<file path="src/rtl/fa_nbit_pipe_pkg.sv">
// Shared helpers for the fa_nbit adder family: slice sizing and slice index math.
package fa_nbit_pipe_pkg;

  typedef enum logic {
    OP_ADD = 1'b0,
    OP_SUB = 1'b1
  } op_e;

  function automatic int unsigned ceil_div(input int unsigned n, input int unsigned d);
    return (n + d - 1) / d;
  endfunction

  function automatic int unsigned slice_lo(input int unsigned k, input int unsigned chunk);
    return k * chunk;
  endfunction

  function automatic int unsigned slice_hi(input int unsigned k, input int unsigned chunk,
                                           input int unsigned width);
    int unsigned hi;
    hi = (k + 1) * chunk - 1;
    return (hi > width - 1) ? width - 1 : hi;
  endfunction

endpackage

</file>
<file path="src/rtl/fa_nbit_pipe_if.sv">
// Operand/result handshake bundle for the pipelined adder/subtractor.
interface fa_nbit_pipe_if #(
  parameter int unsigned WIDTH = 12
);
  logic             in_valid;
  logic             in_ready;
  logic [WIDTH-1:0] a;
  logic [WIDTH-1:0] b;
  logic             ci;
  logic             sub;
  logic             out_valid;
  logic             out_ready;
  logic [WIDTH-1:0] s;
  logic             co;
  logic             ov;

  modport master (
    output in_valid, a, b, ci, sub, out_ready,
    input  in_ready, out_valid, s, co, ov
  );

  modport slave (
    input  in_valid, a, b, ci, sub, out_ready,
    output in_ready, out_valid, s, co, ov
  );
endinterface

</file>
<file path="src/rtl/fa_nbit_pipe_slice.sv">
// CHUNK-bit combinational ripple-carry slice used once per pipeline stage.
module fa_nbit_pipe_slice #(
  parameter int unsigned CHUNK = 4
) (
  input  logic [CHUNK-1:0] a,
  input  logic [CHUNK-1:0] b,
  input  logic             ci,
  output logic [CHUNK-1:0] s,
  output logic             co
);

  always_comb begin
    logic c;
    s = '0;
    c = ci;
    for (int unsigned i = 0; i < CHUNK; i++) begin
      s[i] = a[i] ^ b[i] ^ c;
      c    = (a[i] & b[i]) | (c & (a[i] ^ b[i]));
    end
    co = c;
  end

endmodule

</file>
<file path="src/rtl/fa_nbit_pipe.sv">
// Pipelined WIDTH-bit adder/subtractor: STAGES ripple slices, one register per slice,
// valid/ready on both sides with a global stall.
module fa_nbit_pipe
  import fa_nbit_pipe_pkg::*;
#(
  parameter int unsigned WIDTH  = 12,
  parameter int unsigned STAGES = 3
) (
  input logic           clk,
  input logic           rst,
  fa_nbit_pipe_if.slave bus
);

  localparam int unsigned CHUNK = ceil_div(WIDTH, STAGES);
  localparam int unsigned PW    = STAGES * CHUNK;

  // Operands are zero-padded to PW bits so every slice is exactly CHUNK wide;
  // the carry out of bit WIDTH-1 then lands in sum bit WIDTH when padding exists.
  typedef struct packed {
    logic          valid;
    logic [PW-1:0] a;
    logic [PW-1:0] b;
    logic [PW-1:0] s;
    logic          c;
  } stage_t;

  stage_t           entry;
  stage_t           src  [STAGES];
  stage_t           st_d [STAGES];
  stage_t           st_q [STAGES];
  logic [CHUNK-1:0] sl_s [STAGES];
  logic             sl_co[STAGES];
  logic             stall;
  logic             co_w;

  assign stall = st_q[STAGES-1].valid && !bus.out_ready;

  always_comb begin
    entry       = '0;
    entry.valid = bus.in_valid;
    entry.a     = PW'(bus.a);
    entry.b     = PW'((op_e'(bus.sub) == OP_SUB) ? ~bus.b : bus.b);
    entry.c     = bus.ci ^ bus.sub;
  end

  always_comb begin
    src[0] = entry;
    for (int unsigned k = 1; k < STAGES; k++) begin
      src[k] = st_q[k-1];
    end
  end

  for (genvar k = 0; k < STAGES; k++) begin : g_stage
    fa_nbit_pipe_slice #(.CHUNK(CHUNK)) u_slice (
      .a  (src[k].a[slice_lo(k, CHUNK) +: CHUNK]),
      .b  (src[k].b[slice_lo(k, CHUNK) +: CHUNK]),
      .ci (src[k].c),
      .s  (sl_s[k]),
      .co (sl_co[k])
    );
  end

  always_comb begin
    for (int unsigned k = 0; k < STAGES; k++) begin
      st_d[k]                       = src[k];
      st_d[k].s[k*CHUNK +: CHUNK]   = sl_s[k];
      st_d[k].c                     = sl_co[k];
    end
  end

  always_ff @(posedge clk) begin
    if (rst) begin
      for (int unsigned k = 0; k < STAGES; k++) begin
        st_q[k] <= '0;
      end
    end else if (!stall) begin
      for (int unsigned k = 0; k < STAGES; k++) begin
        st_q[k] <= st_d[k];
      end
    end
  end

  if (PW > WIDTH) begin : g_co_pad
    assign co_w = st_q[STAGES-1].s[WIDTH];
  end else begin : g_co_full
    assign co_w = st_q[STAGES-1].c;
  end

  assign bus.in_ready  = !stall;
  assign bus.out_valid = st_q[STAGES-1].valid;
  assign bus.s         = st_q[STAGES-1].s[WIDTH-1:0];
  assign bus.co        = co_w;
  // Carry into the MSB is recovered as a^b^s at that bit.
  assign bus.ov        = st_q[STAGES-1].a[WIDTH-1] ^ st_q[STAGES-1].b[WIDTH-1]
                       ^ st_q[STAGES-1].s[WIDTH-1] ^ co_w;

endmodule

</file>
<file path="src/flat_wrapper.sv">
// flat-port wrapper written by rule: the top's interface ports become plain ports
module fa_nbit_pipe_flat import fa_nbit_pipe_pkg::*;
#(
  parameter int unsigned WIDTH  = 12,
  parameter int unsigned STAGES = 3
)
  (clk, rst, bus_in_valid, bus_a, bus_b, bus_ci, bus_sub, bus_out_ready, bus_in_ready, bus_out_valid, bus_s, bus_co, bus_ov);
  fa_nbit_pipe_if #(.WIDTH(WIDTH)) bus_i ();
  input logic clk;
  input logic rst;
  input wire logic [$bits(bus_i.in_valid)-1:0] bus_in_valid;
  input wire logic [$bits(bus_i.a)-1:0] bus_a;
  input wire logic [$bits(bus_i.b)-1:0] bus_b;
  input wire logic [$bits(bus_i.ci)-1:0] bus_ci;
  input wire logic [$bits(bus_i.sub)-1:0] bus_sub;
  input wire logic [$bits(bus_i.out_ready)-1:0] bus_out_ready;
  output wire logic [$bits(bus_i.in_ready)-1:0] bus_in_ready;
  output wire logic [$bits(bus_i.out_valid)-1:0] bus_out_valid;
  output wire logic [$bits(bus_i.s)-1:0] bus_s;
  output wire logic [$bits(bus_i.co)-1:0] bus_co;
  output wire logic [$bits(bus_i.ov)-1:0] bus_ov;
  assign bus_i.in_valid = bus_in_valid;
  assign bus_i.a = bus_a;
  assign bus_i.b = bus_b;
  assign bus_i.ci = bus_ci;
  assign bus_i.sub = bus_sub;
  assign bus_i.out_ready = bus_out_ready;
  assign bus_in_ready = bus_i.in_ready;
  assign bus_out_valid = bus_i.out_valid;
  assign bus_s = bus_i.s;
  assign bus_co = bus_i.co;
  assign bus_ov = bus_i.ov;
  fa_nbit_pipe #(.WIDTH(WIDTH), .STAGES(STAGES)) u_core (.clk(clk), .rst(rst), .bus(bus_i));
endmodule
</file>
<file path="config.mk">
export PLATFORM = sky130hd
export DESIGN_NAME = fa_nbit_pipe_flat
export DESIGN_NICKNAME = d
export VERILOG_FILES = /design/src/rtl/fa_nbit_pipe_pkg.sv /design/src/rtl/fa_nbit_pipe_if.sv /design/src/rtl/fa_nbit_pipe_slice.sv /design/src/rtl/fa_nbit_pipe.sv /design/src/flat_wrapper.sv
export SDC_FILE = /design/constraint.sdc
export NUM_CORES = 1
export LEC_CHECK = 0
export ABC_AREA = 1
export ABC_CLOCK_PERIOD_IN_PS = 7900
export CAP_MARGIN = 10
export CORE_UTILIZATION = 58
export CTS_BUF_LIST = sky130_fd_sc_hd__clkbuf_4 sky130_fd_sc_hd__clkbuf_8 sky130_fd_sc_hd__clkbuf_16
export CTS_CLUSTER_DIAMETER = 50
export DETAILED_ROUTE_END_ITERATION = 12
export MAX_ROUTING_LAYER = met4
export PLACE_DENSITY = 0.82
export SLEW_MARGIN = 5
export SYNTH_ARGS = -nofsm -noshare
export SYNTH_HDL_FRONTEND = slang
export SYNTH_SLANG_ARGS = --single-unit
</file>
<file path="constraint.sdc">
create_clock -name clk -period 7.9 [get_ports clk]
set_clock_uncertainty 0.2 [all_clocks]
set_input_delay 1.58 -clock clk [delete_from_list [all_inputs] [get_ports clk]]
set_output_delay 1.58 -clock clk [all_outputs]
set_load 0.03 [all_outputs]
</file>
==> run_results.csv <==
group,metric,value,unit
status,status,"finished, final reports clean",
setup_path,slowest_delay,680,ps
clocking,post-cts-setup-buffers,0,
final_layout,fillCellCount,372,
clocking,cts_buffers,5,
setup_path,timing.rr.end,"u_core.st_q[0][46]$_SDFFCE_PN0P_",
final_layout,largestRegisters,"u_core.st_q (56)",
final_layout,largest-register,"u_core.st_q",
drt,viasPerCell,4.248,
die,die_area,5555,um^2
clocking,clkLatencyLatePin,300,ps
placement,place_area,3410,um^2
sta,timing.fmax,216.1,MHz
power,swShare,26.25,%
placement,io_buffer_count,45,
setup_path,cp.buffers_inverters,3,
setup_path,cp.required,6120,ps
final_layout,fin_nets,310,
synth,synth_cell_types,14,
setup_path,crit_chain,"clkdlybuf4s50_1 > inv_1 > nand2_2 > clkdlybuf4s50_1",
setup_path,critPathLaunchType,"primary input",
grt,grt_pass1_wl,5.492,mm
sta,finalSetupTns,0,ps
sta,slew_headroom,42.74,%
sta,fin_crit_sh,58.59,%
final_layout,design_area,3492,um^2
drt,drtIter0Drc,75,
die,initial_core_util,60.13,%
grt,grt_use_total,14.06,%
sta,finalSetupViolCount,0,
grt,overflow,0,
power,powerDensity,187.6,nW/um^2
synth,ys_warn_count,0,
power,intPower,483.1,uW
worst_hold_path,holdCritStartpoint,"u_core.st_q[0][39]$_SDFFCE_PN0P_",
synth,synthesis.area,3052,um^2
setup_path,cp_slowest_cell,"clkdlybuf4s50_1",
setup_path,cp_max_fo,2,
setup_path,rrSetupSlack,5370,ps
grt,grt_max_degree,57,
setup_path,cp_data_arrival_time,2850,ps
drt,post_drt_wl_per_cell,9.823,um
sta,fin_worst_hold_slack,353.9,ps
clocking,h-tree-depth,2,
drt,drc,0,
synth,avgSynthCellArea,13.04,um^2
synth,synth.ff_latch_count,56,
power,comb_power_share,21.5,%
final_layout,drive_gt1_share,19.33,%
sta,slew_violations,0,
clocking,ctsRootBufferMaster,"clkbuf_8",
sta,hold_violations,0,
setup_path,worst-r2r-cell-count,8,
synth,synth_area_leaders,"edfxtp_1 55%, nor2_4 15%, fa_1 7.9%",
setup_path,crit_path_start,"bus_out_ready",
clocking,clock-sinks,56,
worst_hold_path,holdPathStages,2,
synth,yosysTopAreaCell,"edfxtp_1",
power,power_frac_clock,22.2,%
power,ir_drop,92.66,uV
grt,antenna_found_initial,0,
sta,fin_crit,4628,ps
die,die_width,74.54,um
die,die_h,74.54,um
worst_hold_path,hold-path-endpoint,"u_core.st_q[0][77]$_SDFFCE_PN0P_",
sta,rsz0062_at_grt,"false",
final_layout,antenna_cells,0,
power,pwr-share-seq,56.3,%
drt,routed_wirelength,3.330,mm
placement,dp_hpwl,2.304,mm
clocking,clk_pin_slew,90,ps
die,io_pins,46,
placement,place_congestion,0.7143,
power,p_sw,172.0,uW
die,fp-row-count,26,
setup_path,crit_top_cell,"clkdlybuf4s50_1",
final_layout,largest_reg_flops,56,
synth,synth_cells,234,
synth,synth_nets,276,
synth,synth_top_area_share,55.10,%
run,maxCapViolations,0,
clocking,cts_tree,"yes",
setup_path,worstSetupPathType,"primary input to output pin",
drt,first_pass_iters,4,
setup_path,critPathTopFamily,"buffers and inverters",
die,core_area,5075,um^2
clocking,cts.hold.buffers_added,0,
grt,grt_pass1_vias,1329,
drt,vias,1440,
worst_hold_path,min_path_type,"flop to flop",
final_layout,area_growth,14.43,%
synth,ys_seq_area_share,55.10,%
setup_path,reg2reg_from,"u_core.st_q[0][29]$_SDFFCE_PN0P_",
power,power_leakage,1.381,nW
setup_path,endpoint_kind,"output pin",
drt,drtAntennaViolNets,0,
clocking,clockBufferDepth,2,
sta,tightest_slew,859.0,ps
clocking,cts-resized-gates,0,
## worst register-to-register path, cell delays in order (launching register included)
cell      delay [ps]
edfxtp_1         410
fa_1             430
inv_1             90
fa_1             170
inv_1             50
fa_1             420
inv_1             90
fa_1             420
nor2_4           110
## metrics by stage
stage	power, mW	setup WS [ps]	utilization (%)	std cells
after global routing	0.6848	3213	68.81	339
after floorplan	0.4919	3880	-	234
after global placement	0.5139	3121	67.18	331
final	0.6551	3272	68.81	339
after CTS	0.6620	3266	68.81	339
after detailed placement	0.5188	3058	67.18	331
## placed cells by master (no fill, tap or decap), drive strengths merged
cell type / synthesis / routed
nand2: 10 / 10
fa: 12 / 12
clkbuf: 0 / 5
nor2: 58 / 58
buf: 20 / 2
inv: 63 / 63
edfxtp: 56 / 56
xnor2: 12 / 12
clkinv: 0 / 3
clkdlybuf4s50: 0 / 45
nand3: 1 / 1
xor2: 2 / 2
## routing by layer
metal / share of wire (%) / vias to the layer above / wire length (um) / GRT usage, %
met5: 0 / - / 0 / -
met4: 2.3 / 0 / 75 / 6.918
met3: 4.3 / 6 / 143 / 4.065
met2: 51 / 37 / 1698 / 23.22
met1: 42 / 654 / 1413 / 15.55
li1: - / 743 / - / -
## synth_stat cells
cell	count
inv_1	63
buf_4	13
nand2_1	8
buf_12	4
fa_1	12
nor2_1	18
nand3_1	1
buf_6	2
nor2_4	40
nand2_2	2
xor2_1	2
xnor2_1	12
edfxtp_1	56
buf_2	1
## power groups by stage
stage | registers, mW | clock network (mW) | logic, mW
2_1_floorplan | 0.374 | 0 | 0.117
3_5_place_dp | 0.376 | 0 | 0.143
3_3_place_gp | 0.374 | 0 | 0.139
5_1_grt | 0.372 | 0.158 | 0.155
4_1_cts | 0.369 | 0.150 | 0.143
6_report | 0.368 | 0.145 | 0.141
## worst max path at each step
stage	slack, ps	cells after the start	end
after floorplan	3880	12	u_core.st_q[0][4]$_SDFFCE_PN0P_
after global placement	3120	11	u_core.st_q[0][4]$_SDFFCE_PN0P_
after detailed placement	3060	11	u_core.st_q[0][4]$_SDFFCE_PN0P_
after CTS	3270	4	bus_in_ready
after global routing	3210	4	bus_in_ready
final	3270	4	bus_in_ready
## final cells by class
cell class | count | area, um^2 | share of cell area [%]
Clock inverter | 3 | 13.76 | 0.3941
Multi-Input combinational cell | 95 | 938.4 | 26.87
Clock buffer | 5 | 68.82 | 1.971
Timing Repair Buffer | 47 | 465.4 | 13.33
Sequential cell | 56 | 1682 | 48.15
Tap cell | 70 | 87.58 | 2.508
Inverter | 63 | 236.5 | 6.772
## cells by family after synthesis
group	share of synthesized area (%)
xor gates and xnor gates	4.018
and+or+nand+nor	18.53
buffers and inverters	14.47
DFF	55.10
adders and majority gates	7.872
No activity file was read; power rests on OpenSTA's default activity.
